### src/rtl/lstm_cell_mc.sv
// lstm_cell_mc: multi-channel LSTM cell with per-channel C/H state.
// A shared multiplier pair is stepped through the f, i, o, g gates, then the
// cell update and the hidden output, so one sample takes 6 cycles.
// Build option: define LSTM_SAT_EN to saturate out-of-range reductions
// instead of wrapping them. The overflow flag is set in both builds.
module lstm_cell_mc #(
  parameter int DW   = 8,
  parameter int FRAC = 6,
  parameter int NCH  = 4,
  localparam int CW  = (NCH > 1) ? $clog2(NCH) : 1
) (
  input  logic          clk,
  input  logic          rst,
  input  logic          cen,
  input  logic          w_we,
  input  logic [3:0]    w_addr,
  input  logic [DW-1:0] w_data,
  input  logic          ch_clr,
  input  logic          in_valid,
  output logic          in_ready,
  input  logic [DW-1:0] in_data,
  input  logic [CW-1:0] in_ch,
  output logic          out_valid,
  output logic [DW-1:0] out_data,
  output logic [DW-1:0] out_c,
  output logic [CW-1:0] out_ch,
  output logic          of,
  input  logic          of_clr
);

  localparam int SW = DW + 2;
  localparam logic signed [DW-1:0] ONE    = DW'(1 << FRAC);
  localparam logic signed [DW-1:0] NONE   = -ONE;
  localparam logic signed [DW:0]   ONE_W  = (DW+1)'(1 << FRAC);
  localparam logic signed [DW:0]   HALF_W = (DW+1)'(1 << (FRAC-1));

  typedef enum logic [2:0] {S_IDLE, S_GF, S_GI, S_GO, S_GG, S_CELL, S_HOUT} state_t;
  state_t state, state_next;

  logic signed [DW-1:0] wgt   [12];
  logic signed [DW-1:0] c_mem [NCH];
  logic signed [DW-1:0] h_mem [NCH];
  logic signed [DW-1:0] x_reg, hp_reg, cp_reg, f_reg, i_reg, o_reg, g_reg, c_new_reg;
  logic [CW-1:0]        ch_reg;
  logic                 ch_ok_reg;

  logic                 idle_en, accept, in_ch_ok;
  logic [1:0]           gsel;
  logic                 is_gate, ovf_now, red_ovf;
  logic signed [DW-1:0] ma_x, ma_y, mb_x, mb_y, bias;
  logic signed [2*DW-1:0] prod_a, prod_b;
  logic signed [SW-1:0] sh_a, sh_b, sum;
  logic signed [DW-1:0] red_val, q, act_sig, act_tanh, c_lim, h_new;
  logic signed [DW:0]   sig_sum;

  function automatic logic signed [DW-1:0] clamp1(input logic signed [DW-1:0] v);
    if (v > ONE) return ONE;
    if (v < NONE) return NONE;
    return v;
  endfunction

  // Handshake: accept only when idle, enabled and not clearing a channel
  always_comb begin
    idle_en  = cen & (state == S_IDLE);
    in_ready = idle_en & ~ch_clr;
    accept   = in_valid & in_ready;
    in_ch_ok = ({1'b0, in_ch} < (CW+1)'(NCH));
  end

  // Sequencer state register
  always_ff @(posedge clk or posedge rst) begin
    if (rst) state <= S_IDLE;
    else     state <= state_next;
  end

  // Next state: one step per enabled edge once a sample is accepted
  always_comb begin
    state_next = state;
    if (cen) begin
      case (state)
        S_IDLE:  if (accept) state_next = S_GF;
        S_GF:    state_next = S_GI;
        S_GI:    state_next = S_GO;
        S_GO:    state_next = S_GG;
        S_GG:    state_next = S_CELL;
        S_CELL:  state_next = S_HOUT;
        S_HOUT:  state_next = S_IDLE;
        default: state_next = S_IDLE;
      endcase
    end
  end

  // Shared datapath: operand muxing, multiply, shift, sum, range reduction, activations
  always_comb begin
    gsel    = 2'd0;
    is_gate = 1'b0;
    case (state)
      S_GF:    begin gsel = 2'd0; is_gate = 1'b1; end
      S_GI:    begin gsel = 2'd1; is_gate = 1'b1; end
      S_GO:    begin gsel = 2'd2; is_gate = 1'b1; end
      S_GG:    begin gsel = 2'd3; is_gate = 1'b1; end
      default: ;
    endcase
    c_lim = clamp1(c_new_reg);
    bias  = is_gate ? wgt[{2'b10, gsel}] : '0;
    ma_x  = x_reg;
    ma_y  = wgt[{1'b0, gsel, 1'b0}];
    mb_x  = hp_reg;
    mb_y  = wgt[{1'b0, gsel, 1'b1}];
    if (state == S_CELL) begin
      ma_x = f_reg; ma_y = cp_reg; mb_x = i_reg; mb_y = g_reg;
    end else if (state == S_HOUT) begin
      ma_x = o_reg; ma_y = c_lim; mb_x = '0; mb_y = '0;
    end
    prod_a = (2*DW)'(ma_x) * (2*DW)'(ma_y);
    prod_b = (2*DW)'(mb_x) * (2*DW)'(mb_y);
    sh_a   = SW'(prod_a >>> FRAC);
    sh_b   = SW'(prod_b >>> FRAC);
    sum    = sh_a + sh_b + {{2{bias[DW-1]}}, bias};
    // Out of range when the top bits are not a sign extension of bit DW-1
    red_ovf = (sum[SW-1:DW-1] != {(SW-DW+1){sum[DW-1]}});
`ifdef LSTM_SAT_EN
    if (red_ovf) red_val = sum[SW-1] ? {1'b1, {(DW-1){1'b0}}} : {1'b0, {(DW-1){1'b1}}};
    else         red_val = sum[DW-1:0];
`else
    red_val = sum[DW-1:0];
`endif
    // Hard sigmoid: floor(pre/4) + 0.5, clamped to [0, 1.0]
    q       = red_val >>> 2;
    sig_sum = {q[DW-1], q} + HALF_W;
    if (sig_sum[DW])          act_sig = '0;
    else if (sig_sum > ONE_W) act_sig = ONE;
    else                      act_sig = sig_sum[DW-1:0];
    act_tanh = clamp1(red_val);
    h_new    = sh_a[DW-1:0];
    ovf_now  = red_ovf & (is_gate | (state == S_CELL));
  end

  // Weight/bias file: writable only while idle; addresses 12-15 dropped
  always_ff @(posedge clk or posedge rst) begin
    if (rst) begin
      for (int k = 0; k < 12; k++) wgt[k] <= '0;
    end else if (idle_en && w_we && (w_addr < 4'd12)) begin
      wgt[w_addr] <= w_data;
    end
  end

  // Per-channel C/H: cleared by ch_clr while idle, written back at HOUT
  always_ff @(posedge clk or posedge rst) begin
    if (rst) begin
      for (int k = 0; k < NCH; k++) begin
        c_mem[k] <= '0;
        h_mem[k] <= '0;
      end
    end else if (cen) begin
      for (int k = 0; k < NCH; k++) begin
        if ((state == S_IDLE) && ch_clr && (in_ch == CW'(k))) begin
          c_mem[k] <= '0;
          h_mem[k] <= '0;
        end else if ((state == S_HOUT) && ch_ok_reg && (ch_reg == CW'(k))) begin
          c_mem[k] <= c_new_reg;
          h_mem[k] <= h_new;
        end
      end
    end
  end

  // Sample capture, gate results, output registers and sticky overflow
  always_ff @(posedge clk or posedge rst) begin
    if (rst) begin
      x_reg <= '0; hp_reg <= '0; cp_reg <= '0; ch_reg <= '0; ch_ok_reg <= 1'b0;
      f_reg <= '0; i_reg <= '0; o_reg <= '0; g_reg <= '0; c_new_reg <= '0;
      out_valid <= 1'b0; out_data <= '0; out_c <= '0; out_ch <= '0; of <= 1'b0;
    end else if (cen) begin
      out_valid <= 1'b0;
      of        <= (of & ~of_clr) | ovf_now;
      case (state)
        S_IDLE: if (accept) begin
          x_reg     <= in_data;
          ch_reg    <= in_ch;
          ch_ok_reg <= in_ch_ok;
          hp_reg    <= in_ch_ok ? h_mem[in_ch] : '0;
          cp_reg    <= in_ch_ok ? c_mem[in_ch] : '0;
        end
        S_GF:   f_reg     <= act_sig;
        S_GI:   i_reg     <= act_sig;
        S_GO:   o_reg     <= act_sig;
        S_GG:   g_reg     <= act_tanh;
        S_CELL: c_new_reg <= red_val;
        S_HOUT: if (ch_ok_reg) begin
          out_valid <= 1'b1;
          out_data  <= h_new;
          out_c     <= c_new_reg;
          out_ch    <= ch_reg;
        end
        default: ;
      endcase
    end
  end

endmodule
### config.mk
export PLATFORM = sky130hd
export DESIGN_NAME = lstm_cell_mc
export DESIGN_NICKNAME = d
export VERILOG_FILES = /design/src/rtl/lstm_cell_mc.sv
export SDC_FILE = /design/constraint.sdc
export NUM_CORES = 1
export LEC_CHECK = 0
export CAP_MARGIN = 20
export CORE_MARGIN = 2
export CORE_UTILIZATION = 44
export CTS_BUF_LIST = sky130_fd_sc_hd__clkbuf_4
export DETAILED_ROUTE_END_ITERATION = 7
export HOLD_SLACK_MARGIN = 0.02
export MAX_ROUTING_LAYER = met4
export PLACE_DENSITY_LB_ADDON = 0.12
export SLEW_MARGIN = 15
export SYNTH_ARGS = -nofsm -noshare
export SYNTH_HDL_FRONTEND = slang
export SYNTH_SLANG_ARGS = --single-unit
### constraint.sdc
create_clock -name clk -period 9.57 [get_ports clk]
set_clock_uncertainty 0.05 [all_clocks]
set_input_delay 0.957 -clock clk [delete_from_list [all_inputs] [get_ports clk]]
set_output_delay 0.957 -clock clk [all_outputs]
set_load 0.005 [all_outputs]
==> results of run 1 <==
-- critical path, delay by kind of cell (launching register included) --
kind,cells,cell delay (ns)
compound gates,6,1.60
xor+xnor,5,1.16
buf+inv,5,0.58
fa+ha+maj,6,2.86
mux,1,0.28
simple gates,10,1.74
flops,1,0.52
-- Yosys cell counts, drive strengths merged (15+ instances only) --
cell    instances  area share
a21oi          48       0.015
clkbuf         59       0.014
dfrtp         244        0.38
fa            116        0.14
ha             62       0.048
inv           180       0.042
mux2          141       0.098
mux2i          22       0.014
mux4           16       0.022
nand2         208       0.048
nand3          15      0.0046
nor2          122       0.028
nor2b          19      0.0074
o21ai         112       0.035
o31ai          19      0.0088
or2            21      0.0081
xnor2          20       0.011
xor2           15      0.0081
-- cells by family after synthesis --
kind of cell	count (synthesis)	share of synthesized area
fa+ha+maj	178	0.192
simple gates	441	0.120
xor+xnor	37	0.0217
buf+inv	252	0.0591
mux	179	0.134
compound gates	254	0.0954
flops	244	0.378
-- metal layers --
metal / part of all wire / wire, um / GRT usage / vias up
met4: 0.021 / 873 / 0.0707 / 0
met3: 0.035 / 1490 / 0.0337 / 57
met1: 0.49 / 20500 / 0.337 / 5819
met5: 0 / 0 / - / -
li1: - / - / - / 5519
met2: 0.46 / 19200 / 0.358 / 219
-- cell type report --
class	count	area (um2)	area share
Timing Repair Buffer	98	858	0.0472
Clock inverter	14	68.8	0.00378
Sequential cell	244	6110	0.336
Tap cell	468	586	0.0322
Multi-Input combinational cell	1089	9110	0.501
Antenna cell	2	5.00	0.000275
Clock buffer	104	781	0.0429
Inverter	180	683	0.0375
-- how the worst max path moves through the flow --
stage / from / to / slack (ns) / cells past startpoint
2_1_floorplan: state[0] / of / 1.15 / 34
3_3_place_gp: state[0] / of / 0.84 / 33
3_5_place_dp: state[0] / of / 0.70 / 33
4_1_cts: state[0] / of / 0.66 / 33
5_1_grt: state[0] / of / 0.0005 / 33
6_report: state[0] / of / 0.66 / 33
-- metrics by stage --
stage | std cells | cell area, um2
floorplan | 1585 | 16200
global placement | 2079 | 17300
detailed placement | 2079 | 17300
CTS | 2197 | 18200
global route | 2199 | 18200
finish | 2199 | 18200
-- timing repair --
item,4_1_cts,5_1_grt
buffers inserted,0,0
gates resized for setup,0,1
setup endpoints to repair,0,7
endpoints found under the hold margin,0,0
-- cells in the final DEF, fill, tap and decap left out, drive strengths merged, types with 6 or more instances in the layout --
cell and n:
a22oi 14, a211oi 13, a22o 6, and2 7, nor3 14, clkinv 11
a21o 8, nand2b 10, nand3 15, mux2 141, dfrtp 244, xor2 15
clkdlybuf4s50 49, ha 62, o21ai 112, a21oi 48, inv 182, nand2 208
mux4 16, nor2b 19, or2 21, clkbuf 104, o31ai 19, buf 49
mux2i 22, fa 116, nor2 122, xnor2 20
==> flow_summary.rst, run 1 <==
.. list-table::
   :header-rows: 1

   * - Metric
     - Value
   * - RePlAce Congestion
     - 0.881
   * - Post-synth cell types
     - 63
   * - Hold worst-path end
     - h_mem[14]
   * - Final critical-path share of the clock period
     - 0.931
   * - Count of routing violations after the opening detailed-route iteration
     - 687
   * - Clock edge transition at the registers on the reported setup and hold paths
     - 0.06 ns
   * - Worst min-delay path startpoint
     - h_mem[14]
   * - Per-cell via count in the routed design
     - 5.28
   * - Final routed DRC violation total
     - 0
   * - Reg-to-Reg End
     - of
   * - Clk sinks
     - 244
   * - Number of clock buffers inserted by TritonCTS
     - 70
   * - Count of mapped cells out of synthesis
     - 1585
   * - Core Region
     - 36400 um2
   * - Share of the yosys chip area belonging to registers
     - 0.378
   * - First-pass GRT wire length
     - 67.9 mm
   * - Number of levels the H-tree was split into
     - 3
   * - Flip-flop count of the largest register after layout
     - 96
   * - Data required time at the worst endpoint
     - 10.15 ns
   * - Number of flip-flops and latches in the synthesized netlist
     - 244
   * - Sum of routed wire length over all layers
     - 42.1 mm
   * - Unrepaired setup endpoints after global routing
     - no
   * - Min-delay worst type
     - register to register
   * - Number of global-route vias before repair
     - 11800
   * - Category of the worst setup path capture point
     - register
   * - Total I/O pin count
     - 50
   * - Cell area after synthesis
     - 16200 um2
   * - Die outline height
     - 196 um
   * - Endpoints failing setup
     - 0
   * - Final Max Slew Viols
     - 0
   * - Initial antenna violation count
     - 2
   * - Worst-case reg-to-reg path depth
     - 33
   * - Area added between synthesis and finish
     - 12.6%
   * - Type of the worst setup path
     - register to register
   * - Layout cells sized above 1
     - 0.202
   * - Final worst-path setup slack
     - 0.657 ns
   * - Number of routed nets with antenna violations
     - 0
   * - Average footprint of a synthesized cell
     - 10.2 um2
   * - Vias
     - 11600
   * - Half-perimeter wire length after detailed placement
     - 30.9 mm
   * - Insertion delay to the later sink of the worst-skew pair
     - 0.74 ns
   * - Final standard cell utilization of the core
     - 0.499
   * - Layout net count
     - 1890
   * - Slowest cell on the critical path
     - a21oi_1
   * - Routed wire length per instance
     - 19.1 um
   * - Total of hold buffers inserted after clock tree synthesis
     - 0
   * - Effective utilization at floorplan
     - 0.444
   * - Largest net degree at the start of global routing
     - 126
   * - Transition at the pin with the smallest max-transition slack
     - 1.05 ns
   * - TritonCTS clock tree
     - yes
   * - Number of fillers in the final layout
     - 3477
   * - Worst hold-check slack
     - 0.426 ns
   * - Signal arrival time at the worst endpoint
     - 9.50 ns
   * - Largest regs
     - wgt: 96 flops, c_mem: 32 flops, h_mem: 32 flops
   * - Max frequency
     - 112 MHz
   * - Synth async-reset ratio
     - 1.00
   * - Dominant cell type by count on the critical path
     - fa_1
   * - Worst rel slew slack
     - 0.300
   * - Post-Route Setup TNS
     - 0 ns
   * - Total Routing Usage GR
     - 0.238
   * - Ys Warns
     - 0
   * - Final critical path time including I/O delays and setup
     - 8.91 ns
   * - EDFF count, synth
     - 0
   * - Hold Vio Cnt, Final
     - 0
   * - CTS root buffer
     - clkbuf_4
   * - Largest fanout on the critical path
     - 18
   * - Number of violations of the max-capacitance limit
     - 0
   * - Max Root-Sink Buffers
     - 3
   * - Crit start category
     - register
   * - Die Width
     - 196 um
   * - Number of input and output port buffers inserted
     - 49
   * - Number of nets in the synthesized netlist
     - 1792
   * - Detailed-router iteration count before antenna repair
     - 8
   * - Std-Cell Rows
     - 70
   * - Delay of the slowest critical-path stage
     - 0.61 ns
   * - Worst setup timing slack at the placement stage
     - 0.699 ns
   * - Area of the die
     - 38300 um2
   * - Most common flop cell mapped by yosys
     - dfrtp_1
   * - Result of the run
     - finished clean
   * - GRT overflow
     - 0
   * - Startpoint of the lowest-slack register-to-register path
     - state[0]
   * - Worst-case register-to-register setup slack
     - 0.66 ns
   * - Worst Hold Path Cells
     - 2
   * - Biggest register
     - wgt
Power of run 1 is left out: the tool's default activity adds up to more than one toggle a clock period on the data nets, which glitch-free logic cannot reach.
==> run 2: changes to the inputs <==
--- a/config.mk
+++ b/config.mk
@@ -13,7 +13,8 @@
 export HOLD_SLACK_MARGIN = 0.02
 export MAX_ROUTING_LAYER = met4
 export PLACE_DENSITY_LB_ADDON = 0.12
-export SLEW_MARGIN = 15
+export RECOVER_POWER = 100
+export SLEW_MARGIN = 20
 export SYNTH_ARGS = -nofsm -noshare
 export SYNTH_HDL_FRONTEND = slang
 export SYNTH_SLANG_ARGS = --single-unit
==> flow_summary.rst, run 2 (same netlist as run 1, synthesis figures left out) <==
.. list-table::
   :header-rows: 1

   * - Metric
     - Value
   * - Area of the die
     - 38300 um2 (unchanged)
   * - Number of violations of the max-capacitance limit
     - 5 (+5)
   * - Signal arrival time at the worst endpoint
     - 9.54 ns (+0.04 ns)
   * - Total I/O pin count
     - 50 (unchanged)
   * - Largest net degree at the start of global routing
     - 126 (unchanged)
   * - Flip-flop and latch area
     - 6110 um2 (unchanged)
   * - Vias
     - 11600 (+0.052%)
   * - Most common library cell in the layout ignoring fill and taps
     - dfrtp_1
   * - Final Max Slew Viols
     - 303 (+303)
   * - Final standard cell utilization of the core
     - 0.498 (-0.00179)
   * - RePlAce Congestion
     - 0.881 (unchanged)
   * - Half-perimeter wire length after detailed placement
     - 30.9 mm (unchanged)
   * - TritonCTS clock tree
     - yes
   * - CTS root buffer
     - clkbuf_4
   * - Number of levels the H-tree was split into
     - 3 (unchanged)
   * - Largest regs
     - wgt: 96 flops, c_mem: 32 flops, h_mem: 32 flops
   * - Crit start category
     - register
   * - Clock edge transition at the registers on the reported setup and hold paths
     - 0.06 ns (about the same)
   * - Type of the worst setup path
     - register to register
   * - Data required time at the worst endpoint
     - 10.20 ns (+0.05 ns)
   * - Core Region
     - 36400 um2 (unchanged)
   * - Number of global-route vias before repair
     - 11800 (unchanged)
   * - Final worst-path setup slack
     - 0.657 ns (+0.0000520 ns)
   * - Std-Cell Rows
     - 70 (unchanged)
   * - Crit. Startpoint
     - state[0]
   * - First-pass GRT wire length
     - 67.9 mm (unchanged)
   * - Final routed DRC violation total
     - 0 (unchanged)
   * - Detailed-router iteration count before antenna repair
     - 5 (-3)
   * - Worst rel slew slack
     - -2.72 (-3.02)
   * - Max frequency
     - 112 MHz (unchanged)
   * - Die outline height
     - 196 um (unchanged)
   * - Final critical path time including I/O delays and setup
     - 8.91 ns (-0.0000520 ns)
   * - Number of non-filler instances in the completed layout
     - 2199 (unchanged)
   * - Slowest cell on the critical path
     - a211oi_1
   * - Insertion delay to the later sink of the worst-skew pair
     - 0.75 ns (about the same)
   * - Number of fillers in the final layout
     - 3493 (+0.46%)
   * - Number of input and output port buffers inserted
     - 49 (unchanged)
   * - Die Width
     - 196 um (unchanged)
   * - Reg-to-Reg End
     - g_reg[3]
   * - Worst-case reg-to-reg path depth
     - 30 (-9.1%)
   * - Effective utilization at floorplan
     - 0.444 (unchanged)
   * - Number of routed nets with antenna violations
     - 0 (unchanged)
   * - Category of the worst setup path capture point
     - register
   * - Total of hold buffers inserted after clock tree synthesis
     - 0 (unchanged)
   * - Biggest register
     - wgt
   * - Clk sinks
     - 244 (unchanged)
   * - Layout net count
     - 1890 (unchanged)
   * - Worst-case register-to-register setup slack
     - 0.66 ns (about the same)
   * - Min-delay worst type
     - register to register
   * - Max Root-Sink Buffers
     - 3 (unchanged)
   * - Final critical-path share of the clock period
     - 0.931 (about the same)
   * - Worst setup timing slack at the placement stage
     - 0.699 ns (unchanged)
   * - Sum of routed wire length over all layers
     - 42.1 mm (about the same)
   * - Critical path destination
     - g_reg[3]
   * - Dominant cell type by count on the critical path
     - fa_1
   * - Violations in the final reports
     - max-capacitance violations, max-slew violations
   * - Largest fanout on the critical path
     - 24 (+6)
   * - Count of routing violations after the opening detailed-route iteration
     - 762 (+11%)
   * - Initial antenna violation count
     - 2 (unchanged)
   * - Per-cell via count in the routed design
     - 5.28 (about the same)
   * - Total area of multi-input combinational cells
     - 9110 um2 (about the same)
   * - Startpoint of the lowest-slack register-to-register path
     - state[0]
   * - Layout cells sized above 1
     - 0.193 (-0.00925)
   * - Area added between synthesis and finish
     - 12.2%
   * - Delay of the slowest critical-path stage
     - 0.61 ns (about the same)
   * - Result of the run
     - finished with violations
   * - Endpoints failing setup
     - 0 (unchanged)
   * - Cell count after placement
     - 2079 (unchanged)
   * - Flip-flop count of the largest register after layout
     - 96 (unchanged)
   * - Commonest cells after routing, fill and taps aside
     - 243 x dfrtp_1, 208 x nand2_1, 179 x inv_1
   * - Post-Route Setup TNS
     - 0 ns (unchanged)
   * - Number of clock buffers inserted by TritonCTS
     - 70 (unchanged)
   * - Unrepaired setup endpoints after global routing
     - no
   * - Transition at the pin with the smallest max-transition slack
     - 5.55 ns (+4.50 ns)
   * - Total Routing Usage GR
     - 0.238 (unchanged)
   * - Hold Vio Cnt, Final
     - 0 (unchanged)
   * - GRT overflow
     - 0 (unchanged)
   * - Routed wire length per instance
     - 19.1 um (about the same)
run 2: timing repair:
item                                    CTS  global route
hold endpoints to repair                  0             0
buffers inserted                          0             0
gates resized for setup                   0             1
endpoints found under the setup margin    0             7
run 2: final cells by class:
type                       count  area share
timing repair buffer          98      0.0442
sequential                   244       0.337
antenna                        2    0.000276
inverter                     180      0.0373
multi-input combinational   1089       0.502
clock buffer                 104      0.0431
tap                          468      0.0323
clock inverter                14     0.00379
run 2: through the flow:
step	hold slack, ns	instance area [um2]
3_3_place_gp	0.407	17300
2_1_floorplan	0.393	16200
3_5_place_dp	0.417	17300
4_1_cts	0.431	18200
5_1_grt	0.450	18100
6_report	0.426	18100
run 2: critical path, delay by kind of cell (launching register included):
kind	cells	cell delay [ns]
and+or+nand+nor	4	0.79
xor gates and xnor gates	2	0.98
adders and majority gates	7	3.40
buffers and inverters	6	0.62
AOI/OAI and AO/OA	11	2.48
DFF	1	0.53
run 2: worst min-delay path by stage:
stage,start,end,depth (start not counted)
after floorplan,h_mem[10],h_mem[10],2
after global placement,h_mem[3],h_mem[3],2
after detailed placement,h_mem[14],h_mem[14],2
after CTS,h_mem[14],h_mem[14],2
after global routing,h_mem[22],h_mem[22],2
final,h_mem[14],h_mem[14],2
run 2: per-layer routing:
layer  wire length [um]  vias to the layer above  track usage
met3               1520                       60       0.0337
met1              20500                     5812        0.337
met2              19100                      230        0.358
met4                913                        0       0.0707
met5                  0                        -            -
li1                   -                     5518            -
Power of run 2 is left out for the same reason.
==> run 3: changes to the inputs <==
--- a/config.mk
+++ b/config.mk
@@ -11,7 +11,6 @@
 export CTS_BUF_LIST = sky130_fd_sc_hd__clkbuf_4
 export DETAILED_ROUTE_END_ITERATION = 7
 export HOLD_SLACK_MARGIN = 0.02
-export MAX_ROUTING_LAYER = met4
 export PLACE_DENSITY_LB_ADDON = 0.12
 export RECOVER_POWER = 100
 export SLEW_MARGIN = 20
==> constraint.sdc (replaced) <==
create_clock -name clk -period 9.57 [get_ports clk]
set_clock_uncertainty 0.05 [all_clocks]
set_input_delay 1.914 -clock clk [delete_from_list [all_inputs] [get_ports clk]]
set_output_delay 1.914 -clock clk [all_outputs]
set_load 0.005 [all_outputs]
==> flow_summary.rst, run 3 (same netlist as run 1, synthesis figures left out) <==
.. list-table::
   :header-rows: 1

   * - Metric
     - Value
   * - Final routed DRC violation total
     - 0 (unchanged)
   * - Min-delay worst type
     - register to register
   * - Endpoints failing setup
     - 0 (unchanged)
   * - Slowest cell on the critical path
     - xor2_1
   * - Area of the die
     - 38300 um2 (unchanged)
   * - Final critical-path share of the clock period
     - 0.928 (-0.00296)
   * - Most common library cell in the layout ignoring fill and taps
     - dfrtp_1
   * - Type of the worst setup path
     - register to register
   * - Count of routing violations after the opening detailed-route iteration
     - 750 (-1.6%)
   * - Flip-flop count of the largest register after layout
     - 96 (unchanged)
   * - Data required time at the worst endpoint
     - 10.20 ns (about the same)
   * - Crit-path leading delay family
     - adder cells
   * - Insertion delay to the later sink of the worst-skew pair
     - 0.75 ns (about the same)
   * - Largest net degree at the start of global routing
     - 125 (-0.79%)
   * - Delay of the slowest critical-path stage
     - 0.66 ns (+0.05 ns)
   * - Number of levels the H-tree was split into
     - 3 (unchanged)
   * - Initial antenna violation count
     - 1 (-1)
   * - Final Max Slew Viols
     - 304 (+0.33%)
   * - Sum of routed wire length over all layers
     - 41.6 mm (-0.99%)
   * - Crit. Startpoint
     - state[1]
   * - Max frequency
     - 113 MHz (+0.32%)
   * - Flip-flop and latch area
     - 6110 um2 (about the same)
   * - Biggest register
     - wgt
   * - Effective utilization at floorplan
     - 0.444 (unchanged)
   * - Clock edge transition at the registers on the reported setup and hold paths
     - 0.07 ns (about the same)
   * - First-pass GRT wire length
     - 67.4 mm (-0.68%)
   * - Worst rel slew slack
     - -2.76 (-0.0378)
   * - Total I/O pin count
     - 50 (unchanged)
   * - Number of routed nets with antenna violations
     - 0 (unchanged)
   * - Largest fanout on the critical path
     - 15 (-38%)
   * - Commonest cells after routing, fill and taps aside
     - 243 x dfrtp_1, 208 x nand2_1, 179 x inv_1
   * - Result of the run
     - finished with violations
   * - Final Instance Area
     - 18200 um2 (+0.13%)
   * - Category of the worst setup path capture point
     - register
   * - Transition at the pin with the smallest max-transition slack
     - 5.61 ns (+0.0565 ns)
   * - Violations in the final reports
     - max-capacitance violations, max-slew violations
   * - Number of global-route vias before repair
     - 11900 (+0.71%)
   * - Layout net count
     - 1883 (-0.37%)
   * - Startpoint of the lowest-slack register-to-register path
     - state[1]
   * - Core Region
     - 36400 um2 (unchanged)
   * - Max Root-Sink Buffers
     - 3 (unchanged)
   * - TritonCTS clock tree
     - yes
   * - Total Routing Usage GR
     - 0.229 (-0.00871)
   * - Area added between synthesis and finish
     - 12.3%
   * - Die Width
     - 196 um (unchanged)
   * - Half-perimeter wire length after detailed placement
     - 30.4 mm (-1.4%)
   * - Clk sinks
     - 244 (unchanged)
   * - Routed wire length per instance
     - 19.0 um (-0.63%)
   * - Hold Vio Cnt, Final
     - 0 (unchanged)
   * - Detailed-router iteration count before antenna repair
     - 5 (unchanged)
   * - Area after DPL
     - 17300 um2 (-0.32%)
   * - Std-Cell Rows
     - 70 (unchanged)
   * - GRT overflow
     - 0 (unchanged)
   * - Layout cells sized above 1
     - 0.195 (+0.00253)
   * - Number of violations of the max-capacitance limit
     - 6 (+1)
   * - Total area of multi-input combinational cells
     - 9150 um2 (+0.45%)
   * - Number of input and output port buffers inserted
     - 49 (unchanged)
   * - Worst min-delay path startpoint
     - out_data[6]
   * - Per-cell via count in the routed design
     - 5.28 (about the same)
   * - Die outline height
     - 196 um (unchanged)
   * - Final critical path time including I/O delays and setup
     - 8.89 ns (-0.0283 ns)
   * - Crit start category
     - register
   * - Signal arrival time at the worst endpoint
     - 9.51 ns (-0.03 ns)
   * - Largest regs
     - wgt: 96 flops, c_mem: 32 flops, h_mem: 32 flops
   * - CTS root buffer
     - clkbuf_4
   * - Worst path bufs/invs
     - 7 (+1)
   * - Number of clock buffers inserted by TritonCTS
     - 70 (unchanged)
   * - RePlAce Congestion
     - 0.882 (+0.10%)
   * - Vias
     - 11600 (-0.38%)
   * - Number of fillers in the final layout
     - 3426 (-1.9%)
-- run 3: cell types whose count changed in the layout (fill, tap and decap cells not counted), sizes merged --
cell,delta
inv,+1
bufinv,+1
clkbuf,-19
diode,-1
clkinvlp,+2
clkinv,+8
-- run 3: path summary, 6_finish.rpt --
check | to | slack, ns | cells past startpoint
max | g_reg[3] | 0.68 | 31
min in group asynchronous | out_c[4] | 3.32 | 2
min | out_data[6] | 0.42 | 2
max reg2reg | g_reg[3] | 0.68 | 31
max in group asynchronous | wgt[51] | 2.84 | 3
min reg2reg | out_data[6] | 0.42 | 2
-- run 3: timing repair --
action / 4_1_cts / 5_1_grt
endpoints found under the setup margin: 0 / 7
buffers inserted: 0 / 1
resized for setup: 0 / 13
hold buffers: 0 / 0
-- run 3: tightest hold or removal path: stages (launching register included) --
cell     delay (ns)
dfrtp_1        0.34
nand2_1        0.04
o21ai_0        0.06
-- run 3: final cells by class --
cell class,instances,share of cell area
Sequential cell,244,0.336
Antenna cell,1,0.000138
Clock buffer,92,0.0380
Timing Repair Buffer,91,0.0433
Clock inverter,26,0.00868
Tap cell,468,0.0322
Inverter,180,0.0373
Multi-Input combinational cell,1089,0.504
-- run 3: per-layer routing --
metal | part of all wire | vias up | GRT usage
met3 | 0.038 | 62 | 0.0351
met5 | 0 | - | 0
met4 | 0.022 | 0 | 0.0752
li1 | - | 5492 | -
met1 | 0.48 | 5772 | 0.331
met2 | 0.46 | 250 | 0.356
-- run 3: stage by stage --
step / TNS, ns / util / hold WS, ns / cells / setup slack, ns
2_1_floorplan: 0 / - / 0.393 / 1585 / 0.904
3_3_place_gp: 0 / 0.474 / 0.406 / 2071 / 0.711
3_5_place_dp: 0 / 0.474 / 0.411 / 2071 / 0.407
4_1_cts: 0 / 0.498 / 0.428 / 2189 / 0.385
5_1_grt: -0.0135 / 0.498 / 0.437 / 2191 / -0.0135
6_report: 0 / 0.498 / 0.420 / 2191 / 0.685
Power of run 3 is left out for the same reason.
